**config.mk**
```make
export PLATFORM = sky130hd
export DESIGN_NAME = data_bus_arbiter_flat
export DESIGN_NICKNAME = d
export VERILOG_FILES = /design/src/rtl/data_bus_arbiter_if.sv /design/src/rtl/data_bus_arbiter.sv /design/src/flat_wrapper.sv
export SDC_FILE = /design/constraint.sdc
export NUM_CORES = 1
export LEC_CHECK = 0
export CAP_MARGIN = 20
export CORE_AREA = 2 2 134 136
export DETAILED_ROUTE_END_ITERATION = 12
export DIE_AREA = 0 0 136 138
export PLACE_DENSITY = 0.83
export REMOVE_ABC_BUFFERS = 1
export SLEW_MARGIN = 20
export SYNTH_ARGS = -nofsm -noshare
export SYNTH_HDL_FRONTEND = slang
export SYNTH_SLANG_ARGS = --single-unit
```
**constraint.sdc**
```tcl
create_clock -name clk -period 3.95 [get_ports clk]
set_input_delay 0.79 -clock clk [delete_from_list [all_inputs] [get_ports clk]]
set_output_delay 0.79 -clock clk [all_outputs]
set_load 0.01 [all_outputs]
```
**src/rtl/data_bus_arbiter_if.sv**
```systemverilog
// data_bus_arbiter_if: core, auxiliary and memory-side signals of the data-bus arbiter.
// slave = arbiter view, master = environment view (masters plus data_memory).
interface data_bus_arbiter_if #(
  parameter int unsigned ADDR_WIDTH = 32,
  parameter int unsigned DATA_WIDTH = 32
);
  // core master
  logic                  c_req;
  logic [1:0]            c_mode;
  logic [ADDR_WIDTH-1:0] c_addr;
  logic [DATA_WIDTH-1:0] c_wdata;
  logic                  c_gnt;
  logic                  c_done;
  logic [DATA_WIDTH-1:0] c_rdata;
  logic                  c_err;
  // auxiliary master
  logic                  a_req;
  logic [1:0]            a_mode;
  logic [ADDR_WIDTH-1:0] a_addr;
  logic [DATA_WIDTH-1:0] a_wdata;
  logic                  a_gnt;
  logic                  a_done;
  logic [DATA_WIDTH-1:0] a_rdata;
  logic                  a_err;
  // memory bus
  logic [1:0]            m_mode;
  logic [ADDR_WIDTH-1:0] m_addr;
  logic [DATA_WIDTH-1:0] m_wdata;
  logic [DATA_WIDTH-1:0] m_rdata;
  logic                  m_ready;
  logic                  busy;

  modport slave (
    input  c_req, c_mode, c_addr, c_wdata,
    output c_gnt, c_done, c_rdata, c_err,
    input  a_req, a_mode, a_addr, a_wdata,
    output a_gnt, a_done, a_rdata, a_err,
    output m_mode, m_addr, m_wdata,
    input  m_rdata, m_ready,
    output busy
  );

  modport master (
    output c_req, c_mode, c_addr, c_wdata,
    input  c_gnt, c_done, c_rdata, c_err,
    output a_req, a_mode, a_addr, a_wdata,
    input  a_gnt, a_done, a_rdata, a_err,
    input  m_mode, m_addr, m_wdata,
    output m_rdata, m_ready,
    input  busy
  );
endinterface

```
**src/rtl/data_bus_arbiter.sv**
```systemverilog
// data_bus_arbiter: round-robin arbiter sharing the data_memory bus between the
// core and an auxiliary master. Define ARB_TIMEOUT_EN to build the ACCESS-state
// timeout abort (TIMEOUT_CYCLES); without it ACCESS waits for m_ready forever.
module data_bus_arbiter #(
  parameter int unsigned ADDR_WIDTH     = 32,
  parameter int unsigned DATA_WIDTH     = 32,
  parameter int unsigned TIMEOUT_CYCLES = 16
) (
  input  logic              clk,
  input  logic              reset,
  data_bus_arbiter_if.slave bus
);

  localparam logic [1:0] MODE_NONE  = 2'b00;
  localparam logic [1:0] MODE_READ  = 2'b01;
  localparam logic [1:0] MODE_WRITE = 2'b10;
  localparam logic       OWN_CORE   = 1'b0;
  localparam logic       OWN_AUX    = 1'b1;

  typedef enum logic [1:0] {
    ST_IDLE   = 2'd0,
    ST_ACCESS = 2'd1,
    ST_DONE   = 2'd2
  } state_e;

  // Elaboration guard: the abort needs at least two ACCESS cycles to be meaningful.
  if (TIMEOUT_CYCLES < 2) begin : g_timeout_check
    $error("data_bus_arbiter: TIMEOUT_CYCLES must be at least 2");
  end

  state_e                state_q, state_d;
  logic                  owner_q, owner_d;
  logic                  last_owner_q, last_owner_d;
  logic [1:0]            mode_q, mode_d;
  logic [ADDR_WIDTH-1:0] addr_q, addr_d;
  logic [DATA_WIDTH-1:0] wdata_q, wdata_d;
  logic [DATA_WIDTH-1:0] c_rdata_q, c_rdata_d;
  logic [DATA_WIDTH-1:0] a_rdata_q, a_rdata_d;

  logic                  c_gnt_q, c_gnt_d;
  logic                  a_gnt_q, a_gnt_d;
  logic                  c_done_q, c_done_d;
  logic                  a_done_q, a_done_d;
  logic                  busy_q, busy_d;
  logic [1:0]            m_mode_q, m_mode_d;
  logic [ADDR_WIDTH-1:0] m_addr_q, m_addr_d;
  logic [DATA_WIDTH-1:0] m_wdata_q, m_wdata_d;

  logic                  c_valid_c;
  logic                  a_valid_c;
  logic                  pick_aux_c;

`ifdef ARB_TIMEOUT_EN
  localparam int unsigned      CNT_W    = $clog2(TIMEOUT_CYCLES);
  localparam logic [CNT_W-1:0] CNT_LAST = CNT_W'(TIMEOUT_CYCLES - 1);

  logic [CNT_W-1:0] cnt_q, cnt_d;
  logic             abort_d;
  logic             c_err_q;
  logic             a_err_q;
`endif

  // Only reads and writes are real requests; modes 00 and 11 never win a grant.
  assign c_valid_c  = bus.c_req && ((bus.c_mode == MODE_READ) || (bus.c_mode == MODE_WRITE));
  assign a_valid_c  = bus.a_req && ((bus.a_mode == MODE_READ) || (bus.a_mode == MODE_WRITE));
  // Aux wins when it is alone, or on a tie when the core owned the bus last.
  assign pick_aux_c = a_valid_c && (!c_valid_c || (last_owner_q == OWN_CORE));

  // Next-state, latched transaction, rdata capture and registered-output images.
  always_comb begin
    state_d      = state_q;
    owner_d      = owner_q;
    last_owner_d = last_owner_q;
    mode_d       = mode_q;
    addr_d       = addr_q;
    wdata_d      = wdata_q;
    c_rdata_d    = c_rdata_q;
    a_rdata_d    = a_rdata_q;
`ifdef ARB_TIMEOUT_EN
    cnt_d        = cnt_q;
    abort_d      = 1'b0;
`endif

    unique case (state_q)
      ST_IDLE: begin
        if (c_valid_c || a_valid_c) begin
          state_d      = ST_ACCESS;
          owner_d      = pick_aux_c;
          last_owner_d = pick_aux_c;
          mode_d       = pick_aux_c ? bus.a_mode  : bus.c_mode;
          addr_d       = pick_aux_c ? bus.a_addr  : bus.c_addr;
          wdata_d      = pick_aux_c ? bus.a_wdata : bus.c_wdata;
`ifdef ARB_TIMEOUT_EN
          cnt_d        = '0;
`endif
        end
      end
      ST_ACCESS: begin
        if (bus.m_ready) begin
          if (mode_q == MODE_READ) begin
            if (owner_q == OWN_AUX) a_rdata_d = bus.m_rdata;
            else                    c_rdata_d = bus.m_rdata;
          end
          state_d = ST_DONE;
        end
`ifdef ARB_TIMEOUT_EN
        else if (cnt_q == CNT_LAST) begin
          state_d = ST_DONE;
          abort_d = 1'b1;
        end else begin
          cnt_d = cnt_q + CNT_W'(1);
        end
`endif
      end
      ST_DONE: begin
        state_d = ST_IDLE;
      end
      default: begin
        state_d = ST_IDLE;
      end
    endcase

    // Outputs are registered images of the state being entered.
    busy_d    = (state_d != ST_IDLE);
    c_gnt_d   = busy_d && (owner_d == OWN_CORE);
    a_gnt_d   = busy_d && (owner_d == OWN_AUX);
    c_done_d  = (state_d == ST_DONE) && (owner_d == OWN_CORE);
    a_done_d  = (state_d == ST_DONE) && (owner_d == OWN_AUX);
    m_mode_d  = (state_d == ST_ACCESS) ? mode_d  : MODE_NONE;
    m_addr_d  = (state_d == ST_ACCESS) ? addr_d  : '0;
    m_wdata_d = (state_d == ST_ACCESS) ? wdata_d : '0;
  end

  // State, transaction and output registers; reset aborts any access at once.
  always_ff @(posedge clk or negedge reset) begin
    if (!reset) begin
      state_q      <= ST_IDLE;
      owner_q      <= OWN_CORE;
      last_owner_q <= OWN_AUX;
      mode_q       <= MODE_NONE;
      addr_q       <= '0;
      wdata_q      <= '0;
      c_rdata_q    <= '0;
      a_rdata_q    <= '0;
      c_gnt_q      <= 1'b0;
      a_gnt_q      <= 1'b0;
      c_done_q     <= 1'b0;
      a_done_q     <= 1'b0;
      busy_q       <= 1'b0;
      m_mode_q     <= MODE_NONE;
      m_addr_q     <= '0;
      m_wdata_q    <= '0;
`ifdef ARB_TIMEOUT_EN
      cnt_q        <= '0;
      c_err_q      <= 1'b0;
      a_err_q      <= 1'b0;
`endif
    end else begin
      state_q      <= state_d;
      owner_q      <= owner_d;
      last_owner_q <= last_owner_d;
      mode_q       <= mode_d;
      addr_q       <= addr_d;
      wdata_q      <= wdata_d;
      c_rdata_q    <= c_rdata_d;
      a_rdata_q    <= a_rdata_d;
      c_gnt_q      <= c_gnt_d;
      a_gnt_q      <= a_gnt_d;
      c_done_q     <= c_done_d;
      a_done_q     <= a_done_d;
      busy_q       <= busy_d;
      m_mode_q     <= m_mode_d;
      m_addr_q     <= m_addr_d;
      m_wdata_q    <= m_wdata_d;
`ifdef ARB_TIMEOUT_EN
      cnt_q        <= cnt_d;
      c_err_q      <= abort_d && (owner_q == OWN_CORE);
      a_err_q      <= abort_d && (owner_q == OWN_AUX);
`endif
    end
  end

  assign bus.c_gnt   = c_gnt_q;
  assign bus.a_gnt   = a_gnt_q;
  assign bus.c_done  = c_done_q;
  assign bus.a_done  = a_done_q;
  assign bus.c_rdata = c_rdata_q;
  assign bus.a_rdata = a_rdata_q;
  assign bus.m_mode  = m_mode_q;
  assign bus.m_addr  = m_addr_q;
  assign bus.m_wdata = m_wdata_q;
  assign bus.busy    = busy_q;

`ifdef ARB_TIMEOUT_EN
  assign bus.c_err   = c_err_q;
  assign bus.a_err   = a_err_q;
`else
  assign bus.c_err   = 1'b0;
  assign bus.a_err   = 1'b0;
`endif

endmodule
```
**src/flat_wrapper.sv**
```systemverilog
// flat-port wrapper written by rule: the top's interface ports become plain ports
module data_bus_arbiter_flat 
#(
  parameter int unsigned ADDR_WIDTH     = 32,
  parameter int unsigned DATA_WIDTH     = 32,
  parameter int unsigned TIMEOUT_CYCLES = 16
)
  (clk, reset, bus_c_req, bus_c_mode, bus_c_addr, bus_c_wdata, bus_c_gnt, bus_c_done, bus_c_rdata, bus_c_err, bus_a_req, bus_a_mode, bus_a_addr, bus_a_wdata, bus_a_gnt, bus_a_done, bus_a_rdata, bus_a_err, bus_m_mode, bus_m_addr, bus_m_wdata, bus_m_rdata, bus_m_ready, bus_busy);
  data_bus_arbiter_if #(.ADDR_WIDTH(ADDR_WIDTH), .DATA_WIDTH(DATA_WIDTH)) bus_i ();
  input  logic clk;
  input  logic reset;
  input wire logic [$bits(bus_i.c_req)-1:0] bus_c_req;
  input wire logic [$bits(bus_i.c_mode)-1:0] bus_c_mode;
  input wire logic [$bits(bus_i.c_addr)-1:0] bus_c_addr;
  input wire logic [$bits(bus_i.c_wdata)-1:0] bus_c_wdata;
  output wire logic [$bits(bus_i.c_gnt)-1:0] bus_c_gnt;
  output wire logic [$bits(bus_i.c_done)-1:0] bus_c_done;
  output wire logic [$bits(bus_i.c_rdata)-1:0] bus_c_rdata;
  output wire logic [$bits(bus_i.c_err)-1:0] bus_c_err;
  input wire logic [$bits(bus_i.a_req)-1:0] bus_a_req;
  input wire logic [$bits(bus_i.a_mode)-1:0] bus_a_mode;
  input wire logic [$bits(bus_i.a_addr)-1:0] bus_a_addr;
  input wire logic [$bits(bus_i.a_wdata)-1:0] bus_a_wdata;
  output wire logic [$bits(bus_i.a_gnt)-1:0] bus_a_gnt;
  output wire logic [$bits(bus_i.a_done)-1:0] bus_a_done;
  output wire logic [$bits(bus_i.a_rdata)-1:0] bus_a_rdata;
  output wire logic [$bits(bus_i.a_err)-1:0] bus_a_err;
  output wire logic [$bits(bus_i.m_mode)-1:0] bus_m_mode;
  output wire logic [$bits(bus_i.m_addr)-1:0] bus_m_addr;
  output wire logic [$bits(bus_i.m_wdata)-1:0] bus_m_wdata;
  input wire logic [$bits(bus_i.m_rdata)-1:0] bus_m_rdata;
  input wire logic [$bits(bus_i.m_ready)-1:0] bus_m_ready;
  output wire logic [$bits(bus_i.busy)-1:0] bus_busy;
  assign bus_i.c_req = bus_c_req;
  assign bus_i.c_mode = bus_c_mode;
  assign bus_i.c_addr = bus_c_addr;
  assign bus_i.c_wdata = bus_c_wdata;
  assign bus_c_gnt = bus_i.c_gnt;
  assign bus_c_done = bus_i.c_done;
  assign bus_c_rdata = bus_i.c_rdata;
  assign bus_c_err = bus_i.c_err;
  assign bus_i.a_req = bus_a_req;
  assign bus_i.a_mode = bus_a_mode;
  assign bus_i.a_addr = bus_a_addr;
  assign bus_i.a_wdata = bus_a_wdata;
  assign bus_a_gnt = bus_i.a_gnt;
  assign bus_a_done = bus_i.a_done;
  assign bus_a_rdata = bus_i.a_rdata;
  assign bus_a_err = bus_i.a_err;
  assign bus_m_mode = bus_i.m_mode;
  assign bus_m_addr = bus_i.m_addr;
  assign bus_m_wdata = bus_i.m_wdata;
  assign bus_i.m_rdata = bus_m_rdata;
  assign bus_i.m_ready = bus_m_ready;
  assign bus_busy = bus_i.busy;
  data_bus_arbiter #(.ADDR_WIDTH(ADDR_WIDTH), .DATA_WIDTH(DATA_WIDTH), .TIMEOUT_CYCLES(TIMEOUT_CYCLES)) u_core (.clk(clk), .reset(reset), .bus(bus_i));
endmodule
```
; Yosys cells after proc, flatten, opt, wreduce, memory -nomap -nowiden
; Index checks and enable logic that the tools add are counted.
[totals]
reg_bits = 205
inputBits = 169
output_inout_bits = 137
wordCells = 61
[op_classes]
n_eq_ne = 8
n_mux = 17
bitwise_logic = 3
n_reduce_logical = 17
[ops]
columns = cell, n
row1 = 32-bit 2-to-1 mux, 8
row2 = 2-bit 2-to-1 mux, 6
row3 = 2-bit by 1-bit equality test with 1-bit output (second input constant), 5
row4 = 4-bit AND reduction, 2
row5 = 1-bit logical AND, 7
row6 = 2-bit equality test (second input constant), 3
row7 = 1-bit logical OR, 4
row8 = 2-bit one-hot mux with 2 select lines, 1
row9 = 1-bit NOT, 3
row10 = 2-bit zero test, 1
row11 = 1-bit 2-to-1 mux, 2
row12 = 2-bit AND reduction, 1
row13 = 2-bit nonzero test, 1
row14 = 1-bit zero test, 1

; Logic depth before layout (Yosys ltp)
[logic_depth]
depth_word = 10
mapped_depth = 8
mapped_depth_nobuf = 4

; Worst setup path before layout
; No wires, ideal clock.
[synth_timing]
kind = input to register
from = input bus_a_mode[0]
to = register u_core.m_addr_q[23], in the netlist u_core.bus.m_addr[23]
setup_time_ns = 0.142
arrival_ns = 1.990
t_required_ns = 3.808
slack_ns = 1.818
cell_stages = 7
n_path_buf = 3
path_cell_list = xor2_1 -> a22o_1 -> buf_2 -> o21ai_1 -> buf_2 -> buf_2 -> a211oi_1
[synth_between]
elab_chain_len = 8
elab_cells_between_ends = 13
classes_between = 3 x eq/ne / 6 x mux / 4 x reduce/logical
[synth_rtl]
columns = item, line
row1 = from (decl), flat_wrapper.sv:21  ; input wire logic [$bits(bus_i.a_mode)-1:0] bus_a_mode;
row2 = 2-bit by 1-bit equality test with 1-bit output / 2-bit equality test (equally long branches), data_bus_arbiter.sv:65  ; assign a_valid_c = bus.a_req && ((bus.a_mode == MODE_READ) || (bus.a_mode == MODE_WRITE));
row3 = 1-bit logical OR *, data_bus_arbiter.sv:65
row4 = 1-bit logical AND *, data_bus_arbiter.sv:65
row5 = 1-bit logical OR / 1-bit logical AND (equally long branches), "data_bus_arbiter.sv:86, data_bus_arbiter.sv:67"
row6 = 2-bit 2-to-1 mux / 32-bit 2-to-1 mux (equally long branches), "data_bus_arbiter.sv:86, data_bus_arbiter.sv:91"
row7 = 2-bit one-hot mux with 2 select lines / 32-bit 2-to-1 mux (equally long branches), "data_bus_arbiter.sv:84, data_bus_arbiter.sv:86"
row8 = 2-bit by 1-bit equality test with 1-bit output / 32-bit 2-to-1 mux (equally long branches), "data_bus_arbiter.sv:130, data_bus_arbiter.sv:84"
row9 = 32-bit 2-to-1 mux *, data_bus_arbiter.sv:130  ; m_addr_d = (state_d == ST_ACCESS) ? addr_d : '0;
row10 = named net u_core.m_addr_d[23], data_bus_arbiter.sv:46  ; logic [ADDR_WIDTH-1:0] m_addr_q, m_addr_d;
row11 = to (signal assigned), data_bus_arbiter.sv:173  ; m_addr_q <= m_addr_d;
row12 = to (decl), data_bus_arbiter.sv:46
; Mark *: on every way through the listed nets, which the timed path passes. The rest lies on a longest branch.
; A chain may end at the register's enable or synchronous reset.

; Final worst setup path
[layout_timing]
from = input bus_a_mode[1]
to = register u_core.m_wdata_q[7], in the netlist u_core.bus.m_wdata[7]
[layout_between]
elab_chain_len = 8
elab_cells_between_ends = 13
classes_between = 3 x eq/ne / 6 x mux / 4 x reduce/logical
[layout_rtl]
columns = item, line
row1 = 2-bit by 1-bit equality test with 1-bit output / 2-bit equality test (equally long branches), data_bus_arbiter.sv:65
row2 = 1-bit logical OR *, data_bus_arbiter.sv:65
row3 = 1-bit logical AND *, data_bus_arbiter.sv:65
row4 = 1-bit logical OR / 1-bit logical AND (equally long branches), "data_bus_arbiter.sv:86, data_bus_arbiter.sv:67"
row5 = 2-bit 2-to-1 mux / 32-bit 2-to-1 mux (equally long branches), "data_bus_arbiter.sv:86, data_bus_arbiter.sv:92"
row6 = 2-bit one-hot mux with 2 select lines / 32-bit 2-to-1 mux (equally long branches), "data_bus_arbiter.sv:84, data_bus_arbiter.sv:86"
row7 = 2-bit by 1-bit equality test with 1-bit output / 32-bit 2-to-1 mux (equally long branches), "data_bus_arbiter.sv:131, data_bus_arbiter.sv:84"
row8 = 32-bit 2-to-1 mux *, data_bus_arbiter.sv:131  ; m_wdata_d = (state_d == ST_ACCESS) ? wdata_d : '0;
row9 = named net u_core.m_wdata_d[7], data_bus_arbiter.sv:47  ; logic [DATA_WIDTH-1:0] m_wdata_q, m_wdata_d;
row10 = to (signal assigned), data_bus_arbiter.sv:174  ; m_wdata_q <= m_wdata_d;
row11 = to (decl), data_bus_arbiter.sv:47
; Marks and branches as above.

==> impl_metrics.csv <==
group,metric,value,unit
critical_path,max_stage_delay,0.51,ns
clock_network,cts_root_buf,"clkbuf_16",
routing,postRouteAntennaNets,0,
final_layout,diodes,0,
floorplanning,coreArea,17500,sq um
routing,drt-initial-drc-count,306,
clock_network,cts_hold_buf,0,
routing,wl,21300,um
final_layout,multi_input_area,2780,sq um
floorplanning,die_w,136,um
critical_path,cp_cell_sequence,"clkdlybuf4s50_1 -> xor2_1 -> a22o_2 -> buf_12 -> o21ai_4 -> buf_4 -> a211oi_1",
critical_path,cp-end-kind,"flop",
power,swShare,32.3,%
sta,slew_violations,0,
critical_path,cp.arrival,2.87,ns
critical_path,slowest_stage,"clkdlybuf4s50_1",
sta,rsz0062_at_grt,"false",
clock_network,cts_tree,"done",
clock_network,clock_path_buffers,3,
power,comb_power_share,40.0,%
sta,fmax,401,MHz
clock_network,cts_setup_buffers,0,
floorplanning,die_h,138,um
power,ir_drop,0.396,mV
power,p_int,0.00589,W
clock_network,path_clk_slew,0.06,ns
synth,synth_edf_count,0,
global_routing,overflow,0,
clock_network,cts_made_buffers,21,
final_layout,layout-drive-gt1-share,12.4,%
power,p_per_area,726,nW/um^2
synth,yosys_warnings,0,
synth,synth_compound_area_share,15.4,%
synth,muxShareOfSynthArea,16.7,%
place,globalplace.congestion,0.790,
sta,hold_viol,0,
final_layout,final_nets,1076,
floorplanning,std_cell_rows,49,
routing,drt_first_pass_iters,6,
routing,detail_route.vias_per_cell,5.38,
final_layout,final_area,12000,sq um
run,cap_viol_max_count,0,
synth,synth.top_cell.area_share,62.3,%
sta,period_needed,2.49,ns
floorplanning,dieArea,18800,sq um
synth,yosysMostFrequentCell,"dfrtp_1",
global_routing,grt_pass1_vias,6272,
clock_network,ctsResizeCount,0,
clock_network,htreeDepth,1,
synth,synthTopCellsByCount,"204 x dfrtp_1, 136 x a21oi_1, 65 x mux2_2, 64 x mux2i_1, 63 x a211oi_1",
critical_path,cp_max_fo,69,
sta,finalCritPeriodShare,63.2,%
synth,async_reset_ff_share,100,%
outcome,status,"completed",
worst_hold_path,min_path_type,"input pin to asynchronous set/reset pin",
synth,synthCells,622,
sta,relSlewSlack,44.8,%
power,p_leak,5.25,nW
synth,ys_seq_elements,205,
routing,wire_per_inst,18.5,um
synth,avgSynthCellArea,13.2,sq um
final_layout,ff_latch_area,5130,sq um
synth,synth_ff_type,"dfrtp_1",
place,dpl.hpwl,14600,um
synth,yosysTopAreaCell,"dfrtp_1",
global_routing,grt_pass1_wl,33600,um
floorplanning,io_pins,306,
power,switching_power,0.00282,W
critical_path,required,4.32,ns
final_layout,syn_to_final_growth,46.5,%
global_routing,grt_antenna_before_repair,0,
floorplanning,start_util,46.7,%
clock_network,clk_latency,0.48,ns
synth,syn_area,8200,sq um
synth,synth-xor-area-share,0.321,%
routing,drc,0,
synth,synth_top_family_by_area,"multiplexers",
synth,synthTopCellsByArea,"dfrtp_1 62%, mux2_2 8.9%, a21oi_1 8.3%",
power,p_seq_share,39.3,%
critical_path,cp-start-kind,"input pin",
sta,skew,0.0109,ns
global_routing,grt_max_degree,106,
critical_path,criticalPathCategory,"input pin to flop",
final_layout,fillers,1274,
power,clkPwrFrac,20.7,%
clock_network,clock_sinks,205,
sta,tightestPinTransition,0.829,ns
synth,synthAdderAreaFrac,0,%
place,io_buffer_count,303,
sta,setup_viol,0,
synth,ys_types,31,
global_routing,grt_use_total,22.3,%
synth,synth-simple-area-share,0.977,%
synth,ys_seq_area_share,62.6,%
place,postPlaceCellArea,11400,sq um
routing,via_count,6176,
sta,setup_tns,0,ns
==> final cells by class <==
| cell class | instances | share of cell area, % |
|---|---|---|
| Sequential cell | 205 | 42.7 |
| Clock inverter | 2 | 0.0834 |
| Multi-Input combinational cell | 361 | 23.2 |
| Clock buffer | 34 | 5.03 |
| Inverter | 2 | 0.0625 |
| Tap cell | 229 | 2.39 |
| Timing Repair Buffer | 316 | 26.5 |
==> through the flow <==
stage | std cells | hold slack, ns | total power, W | setup slack, ns | util (%)
after floorplan | 568 | 0.420 | 0.00504 | -1.62 | -
after CTS | 1149 | 0.432 | 0.00878 | 1.47 | 68.5
after global routing | 1149 | 0.451 | 0.00920 | 1.35 | 68.5
final | 1149 | 0.375 | 0.00871 | 1.46 | 68.5
after detailed placement | 1113 | 0.443 | 0.00694 | 1.01 | 65.0
after global placement | 1113 | 0.438 | 0.00680 | 1.06 | 65.0
==> power groups by stage <==
| stage | Sequential (W) | Combinational, W | Clock [W] |
|---|---|---|---|
| after floorplan | 0.00368 | 0.00136 | 0 |
| after global placement | 0.00339 | 0.00341 | 0 |
| after detailed placement | 0.00344 | 0.00349 | 0 |
| after CTS | 0.00343 | 0.00353 | 0.00183 |
| after global routing | 0.00351 | 0.00378 | 0.00191 |
| final | 0.00342 | 0.00349 | 0.00180 |
==> sequential cells by signal (all words and copies together) (netlist names), 32 cells and up <==
register and cells:
u_core.addr_q 32, u_core.bus.a_rdata 32, u_core.bus.c_rdata 32, u_core.bus.m_wdata 32, u_core.wdata_q 32, u_core.bus.m_addr 32
==> worst max-delay path, delay by kind of cell <==
family | cells | cell delay (ns)
compound gates | 3 | 0.62
buf+inv | 3 | 1.08
xor+xnor | 1 | 0.35
==> final timing paths <==
path	from	to	slack, ns	depth (start not counted)
min	reset	u_core.wdata_q[7]$_DFF_PN0_	0.37	1
max in group asynchronous	reset	u_core.bus.a_rdata[22]$_DFFE_PN0P_	2.64	2
max reg2reg	u_core.state_q[0]$_DFF_PN0_	u_core.bus.a_rdata[21]$_DFFE_PN0P_	1.85	5
min in group clk	u_core.owner_q$_DFF_PN0_	u_core.bus.c_done$_DFF_PN0_	0.46	1
max	bus_a_mode[1]	u_core.bus.m_wdata[7]$_DFF_PN0_	1.46	7
min reg2reg	u_core.owner_q$_DFF_PN0_	u_core.bus.c_done$_DFF_PN0_	0.46	1
==> metal layers <==
layer  wire [um]  global-route usage, %  vias up  part of all wire (%)
met5           0                      0        -                     0
met4         412                   5.37        0                   1.9
met3        1710                   5.10       40                   8.0
met2       11000                   39.2      247                    52
met1        8200                   27.8     3026                    39
li1            -                      -     2863                     -
==> cell usage in the layout, fill, tap and decap left out, types with 3 or more instances in the layout <==
master and instances:
a21oi_1 136, nand2_1 4, clkbuf_16 21, clkbuf_8 4, a211oi_1 63, buf_4 9, mux2i_1 64, a211oi_2 3
buf_12 4, mux2_2 65, nor2_1 4, clkbuf_1 10, dfrtp_1 204, clkdlybuf4s50_1 302
==> cell families (layout without fill, tap and decap cells) <==
family,after synthesis,after routing
AO/OA/AOI/OAI,211,211
XOR/XNOR,3,3
buffers and inverters,57,354
flip-flops,205,205
multiplexers,129,129
other,1,2
AND/OR/NAND/NOR,16,16
Power figures use the tool's default switching activity.
